### src/rtl/uart_tx_arbiter_pkg.sv
// Shared types for the UART transmit arbiter: FSM state encoding and a width helper.
package uart_tx_arbiter_pkg;

  typedef enum logic [1:0] {
    IDLE      = 2'd0,
    START     = 2'd1,
    WAIT_LOW  = 2'd2,
    WAIT_HIGH = 2'd3
  } arb_state_t;

  // Bits needed to index 'value' items; never less than 1.
  function automatic int clog2(input int value);
    int result;
    int v;
    result = 0;
    v = value - 1;
    while (v > 0) begin
      result++;
      v = v >> 1;
    end
    return (result < 1) ? 1 : result;
  endfunction

endpackage

### src/rtl/uart_tx_arbiter_if.sv
// Requester and UartTx signals of the arbiter, viewed from the arbiter (slave) or its environment (master).
interface uart_tx_arbiter_if
  import uart_tx_arbiter_pkg::*;
#(
  parameter int NrOfRequesters = 4,
  parameter int NrOfDataBits   = 8
);
  localparam int IdWidth = clog2(NrOfRequesters);

  // req[i] is a level that the requester holds, with its byte stable, until the
  // one-cycle ack[i]; uartStart is a one-cycle pulse and uartDone falls at frame
  // start and rises after the stop bit.
  logic [NrOfRequesters-1:0]              req;
  logic [NrOfRequesters*NrOfDataBits-1:0] reqData;
  logic [NrOfRequesters-1:0]              ack;
  logic                                   busy;
  logic [IdWidth-1:0]                     grantId;
  logic                                   uartStart;
  logic [NrOfDataBits-1:0]                uartData;
  logic                                   uartDone;
  logic                                   error;

  modport master (
    output req, reqData, uartDone,
    input  ack, busy, grantId, uartStart, uartData, error
  );

  modport slave (
    input  req, reqData, uartDone,
    output ack, busy, grantId, uartStart, uartData, error
  );

endinterface

### src/rtl/rr_priority_select.sv
// Round-robin picker: first set req bit after 'last', wrapping modulo the channel count.
module rr_priority_select
  import uart_tx_arbiter_pkg::*;
#(
  parameter  int NrOfRequesters = 4,
  localparam int IdWidth        = clog2(NrOfRequesters)
) (
  input  logic [NrOfRequesters-1:0] req,
  input  logic [IdWidth-1:0]        last,
  output logic                      valid,
  output logic [IdWidth-1:0]        index
);

  // Walk from farthest to nearest so the nearest set bit after 'last' is written last.
  always_comb begin
    valid = 1'b0;
    index = '0;
    for (int off = NrOfRequesters; off >= 1; off--) begin
      if (req[(int'(last) + off) % NrOfRequesters]) begin
        valid = 1'b1;
        index = IdWidth'((int'(last) + off) % NrOfRequesters);
      end
    end
  end

endmodule

### src/rtl/uart_tx_arbiter.sv
// Shares one UartTx between several byte producers: round-robin grant, byte latch,
// start pulse and done tracking with a start timeout.
module uart_tx_arbiter
  import uart_tx_arbiter_pkg::*;
#(
  parameter  int NrOfRequesters = 4,
  parameter  int NrOfDataBits   = 8,
  parameter  int StartTimeout   = 16,
  localparam int IdWidth        = clog2(NrOfRequesters),
  localparam int TimerWidth     = clog2(StartTimeout + 1)
) (
  input  logic       clock,
  input  logic       reset,
  uart_tx_arbiter_if.slave bus,
  output arb_state_t state
);

  logic [NrOfRequesters-1:0] ack_q;
  logic                      busy_q;
  logic [IdWidth-1:0]        grant_q;
  logic [IdWidth-1:0]        last_grant;
  logic                      start_q;
  logic [NrOfDataBits-1:0]   data_q;
  logic                      error_q;
  logic [TimerWidth-1:0]     timer;

  logic                      sel_valid;
  logic [IdWidth-1:0]        sel_index;
  logic [NrOfDataBits-1:0]   sel_byte;

  rr_priority_select #(.NrOfRequesters(NrOfRequesters)) u_select (
    .req   (bus.req),
    .last  (last_grant),
    .valid (sel_valid),
    .index (sel_index)
  );

  always_comb begin
    sel_byte = '0;
    for (int i = 0; i < NrOfRequesters; i++) begin
      if (sel_index == IdWidth'(i)) sel_byte = bus.reqData[i*NrOfDataBits +: NrOfDataBits];
    end
  end

  // done is never looked at in IDLE or START, so an unknown done after reset is harmless.
  always_ff @(posedge clock) begin
    if (reset) begin
      state      <= IDLE;
      ack_q      <= '0;
      busy_q     <= 1'b0;
      grant_q    <= '0;
      last_grant <= IdWidth'(NrOfRequesters - 1);
      start_q    <= 1'b0;
      data_q     <= '0;
      error_q    <= 1'b0;
      timer      <= '0;
    end else begin
      ack_q   <= '0;
      start_q <= 1'b0;
      error_q <= 1'b0;
      case (state)
        IDLE: begin
          if (sel_valid) begin
            data_q     <= sel_byte;
            grant_q    <= sel_index;
            last_grant <= sel_index;
            ack_q      <= NrOfRequesters'(1) << sel_index;
            start_q    <= 1'b1;
            busy_q     <= 1'b1;
            state      <= START;
          end
        end
        START: begin
          timer <= '0;
          state <= WAIT_LOW;
        end
        WAIT_LOW: begin
          if (!bus.uartDone) begin
            state <= WAIT_HIGH;
          end else if (timer == TimerWidth'(StartTimeout - 1)) begin
            // Transmitter never started: drop the byte rather than retry.
            error_q <= 1'b1;
            busy_q  <= 1'b0;
            state   <= IDLE;
          end else begin
            timer <= timer + 1'b1;
          end
        end
        WAIT_HIGH: begin
          if (bus.uartDone) begin
            busy_q <= 1'b0;
            state  <= IDLE;
          end
        end
        default: state <= IDLE;
      endcase
    end
  end

  assign bus.ack       = ack_q;
  assign bus.busy      = busy_q;
  assign bus.grantId   = grant_q;
  assign bus.uartStart = start_q;
  assign bus.uartData  = data_q;
  assign bus.error     = error_q;

endmodule

### src/flat_wrapper.sv
// flat-port wrapper written by rule: the top's interface ports become plain ports
module uart_tx_arbiter_flat import uart_tx_arbiter_pkg::*;
#(
  parameter  int NrOfRequesters = 4,
  parameter  int NrOfDataBits   = 8,
  parameter  int StartTimeout   = 16,
  localparam int IdWidth        = clog2(NrOfRequesters),
  localparam int TimerWidth     = clog2(StartTimeout + 1)
)
  (clock, reset, state, bus_req, bus_reqData, bus_uartDone, bus_ack, bus_busy, bus_grantId, bus_uartStart, bus_uartData, bus_error);
  uart_tx_arbiter_if #(.NrOfRequesters(NrOfRequesters), .NrOfDataBits(NrOfDataBits)) bus_i ();
  input  logic clock;
  input  logic reset;
  output arb_state_t state;
  input wire logic [$bits(bus_i.req)-1:0] bus_req;
  input wire logic [$bits(bus_i.reqData)-1:0] bus_reqData;
  input wire logic [$bits(bus_i.uartDone)-1:0] bus_uartDone;
  output wire logic [$bits(bus_i.ack)-1:0] bus_ack;
  output wire logic [$bits(bus_i.busy)-1:0] bus_busy;
  output wire logic [$bits(bus_i.grantId)-1:0] bus_grantId;
  output wire logic [$bits(bus_i.uartStart)-1:0] bus_uartStart;
  output wire logic [$bits(bus_i.uartData)-1:0] bus_uartData;
  output wire logic [$bits(bus_i.error)-1:0] bus_error;
  assign bus_i.req = bus_req;
  assign bus_i.reqData = bus_reqData;
  assign bus_i.uartDone = bus_uartDone;
  assign bus_ack = bus_i.ack;
  assign bus_busy = bus_i.busy;
  assign bus_grantId = bus_i.grantId;
  assign bus_uartStart = bus_i.uartStart;
  assign bus_uartData = bus_i.uartData;
  assign bus_error = bus_i.error;
  uart_tx_arbiter #(.NrOfRequesters(NrOfRequesters), .NrOfDataBits(NrOfDataBits), .StartTimeout(StartTimeout)) u_core (.clock(clock), .reset(reset), .bus(bus_i), .state(state));
endmodule
### config.mk
export PLATFORM = sky130hd
export DESIGN_NAME = uart_tx_arbiter_flat
export DESIGN_NICKNAME = d
export VERILOG_FILES = /design/src/rtl/uart_tx_arbiter_pkg.sv /design/src/rtl/uart_tx_arbiter_if.sv /design/src/rtl/rr_priority_select.sv /design/src/rtl/uart_tx_arbiter.sv /design/src/flat_wrapper.sv
export SDC_FILE = /design/constraint.sdc
export NUM_CORES = 1
export LEC_CHECK = 0
export CAP_MARGIN = 20
export CORE_UTILIZATION = 42
export DETAILED_ROUTE_END_ITERATION = 6
export MAX_ROUTING_LAYER = met4
export PLACE_DENSITY = 0.89
export SETUP_SLACK_MARGIN = 0.4
export SYNTH_ARGS = -nofsm -noshare
export SYNTH_HDL_FRONTEND = slang
export SYNTH_HIERARCHICAL = 1
export SYNTH_SLANG_ARGS = --single-unit
### constraint.sdc
create_clock -name clock -period 2.3 [get_ports clock]
set_input_delay 0.23 -clock clock [delete_from_list [all_inputs] [get_ports clock]]
set_output_delay 0.23 -clock clock [all_outputs]
set_load 0.05 [all_outputs]
==> results.md <==
* 1.266 mm — M1 wire length
* 1,302 — via count
* 524.3 sq um — Register Area
* 0.4691 ns — least setup slack across all paths after layout
* 2.489 mm — dpl hpwl
* flip-flop — Setup crit start kind
* 57 — Port Buffers
* 0 — final-report hold violation count
* 1.831 ns — minimum period implied by the final worst setup slack
* 35 — post-synthesis cell type count
* 65.63% — headroom to the max-slew limit
* 0.8630 nW — Static Leak
* 1,176 — via count of the first global-routing pass
* 0 — DRC Markers
* reg -> reg — Hold Path Class
* 26 — flops & latches, synth
* 0 — number of pins exceeding their max-slew limit in the final report
* 235 — filler cell count in the final layout
* 0 — remaining global-route overflow
* 1 — Buf/Inv on CP
* 9.575 sq um — Avg Cell Area, Syn
* 16 — pin count of the biggest net entering global routing
* 44.80% — initial standard-cell utilization of the core
* mux4_1 — standard cell with the maximum stage delay on the critical path
* 19.97% — GRT Resource Usage Total
* multiplexers — largest delay contributor family on the critical path
* 26 — clock tree sinks
* 37.75% — post-synthesis sequential area ratio
* 1.581 mm — sum of met2 wire segment lengths after detailed routing
* 805.8 sq um — area used by multi-input combinational logic
* 59.30 microns — height of the die
* 1 — total number of H-tree levels
* 246 microns — amount of wire on met3 after detailed routing
* 12.67 microns — Routed wire per std cell
* 1379 sq um — Mapped Area
* 3.129 mm — detailed-route wire length
* 190 — Synthesized Nets
* 6 — Synthesis Warnings
* 144 — cell count after synthesis
* 3 — clock buffers created by TritonCTS
* dfxtp_1 — Top FF cell, synth
* 5.271 — vias per cell
* 0 — Finish-stage setup viols
* 12.32% — fraction of layout cells with a size suffix above 1
* 0.0004189 V — largest voltage drop on the vdd net
* 0 — Post-DRT Antenna Nets
* 58 — total I/O pin count
* 2.53 ns — required time of the worst setup path
* 895.0 nW/um^2 — power per cell area
* 20 — number of rows in the core area
* 7 — largest fanout on the critical path
* reg -> reg — category of the critical setup timing path
* 0.001143 ns — final worst clock skew
* 0 ns — accumulated negative setup slack
* met4 — highest metal layer used by the detailed router
* 0.14 ns — clock transition at the registers of the reported paths
* 0.47 ns — reg2reg setup slack
* clkdlybuf4s50_1 — most common library cell in the layout ignoring fill and taps
* nand2b_4 > a21oi_2 > o221ai_2 > buf_4 > mux4_1 > nand3_1 > a21oi_1 — list of cells traversed by the critical path
* 4 — detailed-router iteration count before antenna repair
* finished, final reports clean — run status
* 2087 sq um — Finished Cell Area
* 546.2 MHz — Highest Clock Rate
* 51.36% — P&R area growth vs syn
* 0 — ANT cells
* 2.06 ns — CP Data Arrival Time
* 2 — CTS max path bufs
* 1993 sq um — Post-Place Cell Area
* 0.5140 ns — measured slew at the worst slew-check pin
* 59.30 microns — overall die width
* clkbuf_4 — master cell of the clock root buffer
* 48 — starting DRC count in detailed routing
* 0 — antenna violations before repair
* 0.09515 ns — worst-case setup slack after placement
* 3078 sq um — area of the core
* 0.55 ns — largest incremental delay on the critical path
* 0 — number of violations of the max-capacitance limit
* flip-flop — Crit. End Element
* 0.8130 — GPL Wtd Cong
* 0.4695 ns — final-layout worst hold slack
* false — unrepaired setup endpoints after global routing
* 67.80% — utilization after layout
* clkdlybuf4s50_1 (54), dfxtp_1 (25), a21oi_1 (18) — most frequent cells in the layout
* 250 — Final #Nets
* 5.071 mm — global-route wire length before repair
* 0 — EDFF count, synth
* 0% — Async SR Flop Fraction
* 0.32 ns — worst-skew pair later-pin latency
* yes — CTS tree
* 79.61% — part of the cycle the worst path needs
* 3516 sq um — floorplan die area
-- metrics by stage --
stage                     std cells  power [mW]
after floorplan                 144       1.252
after global placement          242       1.522
after detailed placement        242       1.539
after CTS                       246       1.851
after global routing            247       1.974
final                           247       1.868
-- state kept, by name, indices dropped and copies added, names as in the netlist --
register and count:
u_core/bus.uartData 8, u_core/bus.uartStart 1, u_core/state 2, u_core/timer 5, u_core/last_grant 2, u_core/bus.ack 4, u_core/bus.grantId 2, u_core/bus.error 1
u_core/bus.busy 1
-- cell families (layout without fill, tap and decap cells) --
kind of cell	Yosys count	in the layout	share of synthesized area (%)
adder cells (fa/ha/maj)	7	7	6.352
AND/OR/NAND/NOR	60	60	23.32
buffers and inverters	14	73	5.172
AO/OA/AOI/OAI	27	27	12.43
XOR/XNOR	1	1	0.6353
multiplexers	9	9	14.34
flip-flops	26	26	37.75
-- per-layer routing --
layer,GRT usage [%],up-vias
met1,23.63,593
met5,-,-
met4,8.163,0
met2,34.19,64
li1,-,641
met3,2.402,4
-- final timing paths --
path              depth (start not counted)              startpoint                      to
setup / recovery                          7    u_core/last_grant[1]  u_core/bus.uartData[4]
hold / removal                            2  u_core/bus.uartData[4]  u_core/bus.uartData[4]
setup reg to reg                          7    u_core/last_grant[1]  u_core/bus.uartData[4]
hold reg to reg                           2  u_core/bus.uartData[4]  u_core/bus.uartData[4]
-- synth_stat cells (all sizes together) (2+ instances only) --
cell | number | share of area, %
or2 | 2 | 0.91
buf | 6 | 3.0
mux4 | 8 | 14
nor2 | 5 | 1.4
a32o | 2 | 1.5
ha | 7 | 6.4
nand2 | 15 | 4.1
inv | 6 | 1.6
nand3 | 15 | 5.4
nand4b | 2 | 1.3
a21oi | 19 | 7.2
clkbuf | 2 | 0.54
and3 | 5 | 2.3
nand2b | 8 | 3.6
dfxtp | 26 | 38
-- worst reg2reg max path: cells and delay by family (launching register included) --
family,cells,cell delay (ns)
DFF,1,0.41
buffers and inverters,1,0.18
and+or+nand+nor,2,0.24
AOI/OAI and AO/OA,3,0.37
muxes,1,0.55
-- area by class of cell --
cell class	instances	share of cell area, %
inverters	6	1.079
multi-input cells	104	38.61
clock buffers	3	1.079
well taps	44	2.638
flip-flops and latches	26	25.12
repair buffers	63	30.04
clock inverters	1	1.439
-- report_power, final --
group | leakage [nW] | switching [mW] | internal [mW]
Combinational | 0.621 | 0.543 | 0.407
Sequential | 0.214 | 0.0641 | 0.542
Clock | 0.0279 | 0.136 | 0.176
-- repair_timing --
action / 4_1_cts / 5_1_grt
setup endpoints to repair: 7 / 11
pin swaps: 0 / 1
hold buffers: 0 / 0
setup buffers: 0 / 1
resized for setup: 1 / 8
Power figures use the tool's default switching activity.
